File: src/rtl/dsp_mem_pkg.sv
// Shared types and defaults for the stream-to-memory writer family.
package dsp_mem_pkg;

  typedef enum logic [1:0] {
    MW_IDLE,
    MW_RUN,
    MW_DONE
  } mw_state_t;

  localparam int unsigned MW_DATA_WIDTH_DEF = 32;
  localparam int unsigned MW_ADDR_WIDTH_DEF = 16;

endpackage

File: src/rtl/sync_fifo.sv
// Synchronous first-word-fall-through FIFO with extra-MSB pointers.
module sync_fifo #(
  parameter int unsigned WIDTH = 32,
  parameter int unsigned DEPTH = 16
) (
  input  logic             clk,
  input  logic             rst,
  input  logic             push,
  input  logic [WIDTH-1:0] push_data,
  input  logic             pop,
  output logic             full,
  output logic             empty,
  output logic [WIDTH-1:0] head
);

  localparam int unsigned AW = $clog2(DEPTH);

  logic [WIDTH-1:0] mem [DEPTH];
  logic [AW:0]      wr_ptr;
  logic [AW:0]      rd_ptr;
  logic             do_push;
  logic             do_pop;

  assign full    = (wr_ptr[AW] != rd_ptr[AW]) && (wr_ptr[AW-1:0] == rd_ptr[AW-1:0]);
  assign empty   = (wr_ptr == rd_ptr);
  // A push into a full FIFO is allowed only when the head leaves in the same cycle.
  assign do_push = push && (!full || pop);
  assign do_pop  = pop && !empty;
  assign head    = mem[rd_ptr[AW-1:0]];

  always_ff @(posedge clk) begin
    if (do_push) begin
      mem[wr_ptr[AW-1:0]] <= push_data;
    end
  end

  always_ff @(posedge clk) begin
    if (!rst) begin
      wr_ptr <= '0;
      rd_ptr <= '0;
    end else begin
      if (do_push) wr_ptr <= wr_ptr + 1'b1;
      if (do_pop)  rd_ptr <= rd_ptr + 1'b1;
    end
  end

endmodule

File: src/rtl/mem_writer.sv
// Buffers an input stream and writes it to consecutive memory words.
// Optional MEM_WRITER_STALL_CNT_EN adds a saturating write-stall counter.
module mem_writer
  import dsp_mem_pkg::*;
#(
  parameter int unsigned DATA_WIDTH = MW_DATA_WIDTH_DEF,
  parameter int unsigned ADDR_WIDTH = MW_ADDR_WIDTH_DEF,
  parameter int unsigned FIFO_DEPTH = 16
) (
  input  logic                  clk,
  input  logic                  rst,
  input  logic                  start,
  input  logic [ADDR_WIDTH-1:0] base_addr,
  input  logic [ADDR_WIDTH-1:0] word_count,
  input  logic                  in_valid,
  input  logic [DATA_WIDTH-1:0] in_data,
  output logic                  in_ready,
  output logic                  mem_req,
  output logic [ADDR_WIDTH-1:0] mem_addr,
  output logic [DATA_WIDTH-1:0] mem_wdata,
  input  logic                  mem_ack,
  output logic                  busy,
  output logic                  done
`ifdef MEM_WRITER_STALL_CNT_EN
  ,output logic [15:0]          stall_cnt
`endif
);

  mw_state_t             state;
  logic [ADDR_WIDTH-1:0] base_r;
  logic [ADDR_WIDTH-1:0] count_r;
  logic [ADDR_WIDTH-1:0] acc_cnt;
  logic [ADDR_WIDTH-1:0] ret_cnt;
  logic                  fifo_full;
  logic                  fifo_empty;
  logic [DATA_WIDTH-1:0] fifo_head;
  logic                  push;
  logic                  pop;

  sync_fifo #(
    .WIDTH (DATA_WIDTH),
    .DEPTH (FIFO_DEPTH)
  ) u_fifo (
    .clk       (clk),
    .rst       (rst),
    .push      (push),
    .push_data (in_data),
    .pop       (pop),
    .full      (fifo_full),
    .empty     (fifo_empty),
    .head      (fifo_head)
  );

  assign in_ready  = (state == MW_RUN) && !fifo_full && (acc_cnt < count_r);
  assign mem_req   = (state == MW_RUN) && !fifo_empty;
  assign push      = in_valid && in_ready;
  assign pop       = mem_req && mem_ack;
  assign mem_addr  = base_r + ret_cnt;
  // Storage is not reset, so the head is masked until a request is live.
  assign mem_wdata = mem_req ? fifo_head : '0;
  assign busy      = (state != MW_IDLE);
  assign done      = (state == MW_DONE);

  always_ff @(posedge clk) begin
    if (!rst) begin
      state   <= MW_IDLE;
      base_r  <= '0;
      count_r <= '0;
      acc_cnt <= '0;
      ret_cnt <= '0;
    end else begin
      case (state)
        MW_IDLE: begin
          if (start) begin
            base_r  <= base_addr;
            count_r <= word_count;
            acc_cnt <= '0;
            ret_cnt <= '0;
            state   <= (word_count != '0) ? MW_RUN : MW_DONE;
          end
        end
        MW_RUN: begin
          if (push) acc_cnt <= acc_cnt + 1'b1;
          if (pop) begin
            ret_cnt <= ret_cnt + 1'b1;
            if (ret_cnt == count_r - 1'b1) state <= MW_DONE;
          end
        end
        MW_DONE: state <= MW_IDLE;
        default: state <= MW_IDLE;
      endcase
    end
  end

`ifdef MEM_WRITER_STALL_CNT_EN
  always_ff @(posedge clk) begin
    if (!rst) begin
      stall_cnt <= '0;
    end else if (state == MW_IDLE && start) begin
      stall_cnt <= '0;
    end else if (state == MW_RUN && mem_req && !mem_ack && stall_cnt != 16'hFFFF) begin
      stall_cnt <= stall_cnt + 16'd1;
    end
  end
`endif

endmodule

File: config.mk
export PLATFORM = sky130hd
export DESIGN_NAME = mem_writer
export DESIGN_NICKNAME = d
export VERILOG_FILES = /design/src/rtl/dsp_mem_pkg.sv /design/src/rtl/sync_fifo.sv /design/src/rtl/mem_writer.sv
export SDC_FILE = /design/constraint.sdc
export NUM_CORES = 1
export LEC_CHECK = 0
export ABC_AREA = 0
export BUFFER_PORTS_ARGS = -buffer_cell sky130_fd_sc_hd__buf_2
export CORE_ASPECT_RATIO = 0.5
export CORE_MARGIN = 2
export CORE_UTILIZATION = 60
export DETAILED_ROUTE_END_ITERATION = 10
export GPL_ROUTABILITY_DRIVEN = 1
export PLACE_DENSITY_LB_ADDON = 0.08
export SLEW_MARGIN = 20
export SYNTH_ARGS = -nofsm -noshare
export SYNTH_HDL_FRONTEND = slang
export SYNTH_SLANG_ARGS = --single-unit
File: constraint.sdc
create_clock -name clk -period 10.2 [get_ports clk]
set_input_delay 2.04 -clock clk [delete_from_list [all_inputs] [get_ports clk]]
set_output_delay 2.04 -clock clk [all_outputs]
set_load 0.01 [all_outputs]
==> metrics <==
nets 1637; total power 4880 uW; DRC 0; largest stage delay on the critical path 0.79 ns; Initial Util 60.6%; R2R setup slack 6.08 ns; Post-Syn Area 24400 um^2; syn_nets 1505; CTS Buf Count 50; Finished Cell Area 27400 um^2; First-pass DRT Iterations 5; worst setup margin 4.60 ns; CP Capture Type primary output; met3 usage 3.97%; flops & latches, synth 592; total negative slack 0 ns; Syn Inst Count 1397; CP most frequent cell mux4_2; PwrDens 178 nW/um^2; first-pass GRT wire length 79.6 mm; GR Util met2 41.9%; clk buf depth 3; worst-path maximum fanout 96; clock slew at reported path FFs 0.07 ns; busiest grt layer met2; cts hold-fix bufs 0; CP Data Required Time 8.16 ns; postcts setup bufs 0; detailed-route via count 13100; ys async rst share 0%; Global Route met1 Usage 36.2%; Slowest cell on crit path dfxtp_4; IO buf count 120; count of different cell masters after synthesis 55; number of I/O pins 121; RSZ-0062 raised after global routing no; Synth area leader edfxtp_1; Die ar. 42400 um^2; final HPWL from detailed placement 27.5 mm; gpl congestion 0.823; Die Wd 289 um; Slew Limit Fails 0; Die H 147 um; synth warn 0; Fillers 2655; Peak VDD IR 0.159 mV; Max-Slew Margin vs Limit 26.8%; Worst Path Arrival 3.56 ns; dpl cells 2017; Clock Skews 0.0139 ns; Post-synth EDFFs 512; H-tree levels 2; Lkg Pwr 0.00906 uW; Fin. Hold Viols 0; Synth top area share 63.0%; crit share post-route 54.9%; Worst Max-Slew Pin Slew 1.09 ns; Via density 6.21; dpl ws 5.01 ns; Clock Sinks 592; Most used DFF post-synth edfxtp_1; f_max 179 MHz; Setup-failing EPs final 0; crit path cell chain buf_12 -> mux4_2 -> mux4_2 -> and2_1 -> buf_2; clk root buf clkbuf_16; gr usage total 25.3%; antenna violations before repair 2; latest clock arrival within the worst-skew pair 0.59 ns; Startpoint Class flip-flop; wire per inst 24.8 um; Min-Delay Path Class reg -> reg; outcome finished, final reports clean; largest net degree at the start of global routing 97; # rows 52; 1st-iter DRT viols 1317; vias in the first global route 13400; Avg Inst Size Synth 17.5 um^2; Core ar. 40300 um^2; area added between synthesis and finish 12.4%; Max-Cap Viols 0; grt ovf 0; Tmin final 5.60 ns; Detail Route Antenna Nets 0; CTS tree yes; post-synthesis sequential area ratio 69.6%; placed cell area 25700 um^2; Non-Filler Instances 2112; final WL 52.3 mm; post-cts sizing count 0; Setup CP Type reg -> out; proportion of layout cells with a drive suffix above 1 26.3%; top post-synthesis cells by area edfxtp_1 (63%), mux4_2 (15%), dfxtp_1 (6.6%)
[stage by stage]
stage	util, %	hold WS (ns)
3_3_place_gp	63.7	0.449
3_5_place_dp	63.7	0.460
5_1_grt	68.1	0.491
2_1_floorplan	-	0.441
6_report	68.1	0.472
4_1_cts	68.1	0.472
[path summary, 6_finish.rpt]
check                           start                           end  depth (start not counted)
min reg2reg   base_r[12]$_SDFFE_PN0P_       base_r[12]$_SDFFE_PN0P_                          2
max reg2reg  count_r[13]$_SDFFE_PN0P_  u_fifo.mem[14][25]$_DFFE_PP_                          9
min           base_r[12]$_SDFFE_PN0P_       base_r[12]$_SDFFE_PN0P_                          2
max                         flip-flop                 mem_wdata[22]                          5
[synth_stat cells (3+ instances only)]
| cell | instances |
|---|---|
| o211ai_1 | 5 |
| buf_1 | 16 |
| or4_1 | 7 |
| inv_1 | 42 |
| a211o_1 | 3 |
| edfxtp_1 | 512 |
| or3_1 | 15 |
| o21a_1 | 5 |
| nor4_1 | 15 |
| xor2_1 | 19 |
| nor3_1 | 12 |
| nand4_1 | 15 |
| mux4_2 | 160 |
| ha_1 | 38 |
| o31ai_1 | 4 |
| clkbuf_1 | 44 |
| o21ai_0 | 15 |
| nor2_1 | 50 |
| nor3b_1 | 3 |
| a211oi_1 | 3 |
| nand2_1 | 106 |
| a21oi_1 | 58 |
| a21o_1 | 8 |
| and2_1 | 37 |
| and3_1 | 16 |
| nand3_1 | 18 |
| nor2b_1 | 6 |
| xnor2_1 | 36 |
| dfxtp_1 | 80 |
| nand2b_1 | 5 |
| mux2i_1 | 13 |
[logic make-up (layout without fill, tap and decap cells)]
family | after synthesis | after routing | share of synthesized area (%)
buf+inv | 106 | 278 | 1.67
fa+ha+maj | 39 | 39 | 2.03
mux | 173 | 173 | 15.3
other cells | 0 | 3 | 0
simple gates | 314 | 314 | 6.48
flops | 592 | 592 | 69.6
compound gates | 118 | 118 | 2.95
xor+xnor | 55 | 55 | 1.97
[critical path, delay by kind of cell (launching register included)]
kind	cells	cell delay [ns]
mux	2	1.10
flops	1	0.79
buf+inv	2	0.77
simple gates	1	0.17
[where the power goes]
group | internal [uW] | switching, uW
clock network | 1130 | 887
logic | 81.9 | 121
registers | 2640 | 15.3
total | 3860 | 1020
[placed cells by master, fill, tap and decap left out, types with 11 or more instances in the layout]
cell type,n
edfxtp_1,512
mux4_2,160
buf_2,120
nand2_1,106
dfxtp_1,76
a21oi_1,57
clkbuf_16,51
nor2_1,49
inv_1,42
ha_1,38
and2_1,37
xnor2_1,36
buf_4,22
xor2_1,19
nand3_1,18
o21ai_0,15
nand4_1,15
nor4_1,15
or3_1,15
mux2i_1,13
clkinv_2,13
and3_2,12
nor3_1,11
[registers in the layout, indices dropped and copies added (netlist names), named ones only]
signal         cells
ret_cnt           16
count_r           16
u_fifo.mem       512
state              2
base_r            16
u_fifo.wr_ptr      5
acc_cnt           16
u_fifo.rd_ptr      5
[cell type report]
type,instances,area [um^2],area share [%]
clock inverter,38,452,1.65
antenna,3,7.51,0.0274
clock buffer,54,1290,4.69
sequential,592,17000,61.9
tap,540,676,2.46
inverter,42,158,0.575
timing repair buffer,144,797,2.91
multi-input combinational,699,7060,25.7
[per-layer routing]
metal	up-vias	wire, um
li1	5789	-
met1	6802	21800
met3	62	3380
met5	-	0
met2	459	26300
met4	0	855
Power figures use the tool's default switching activity.
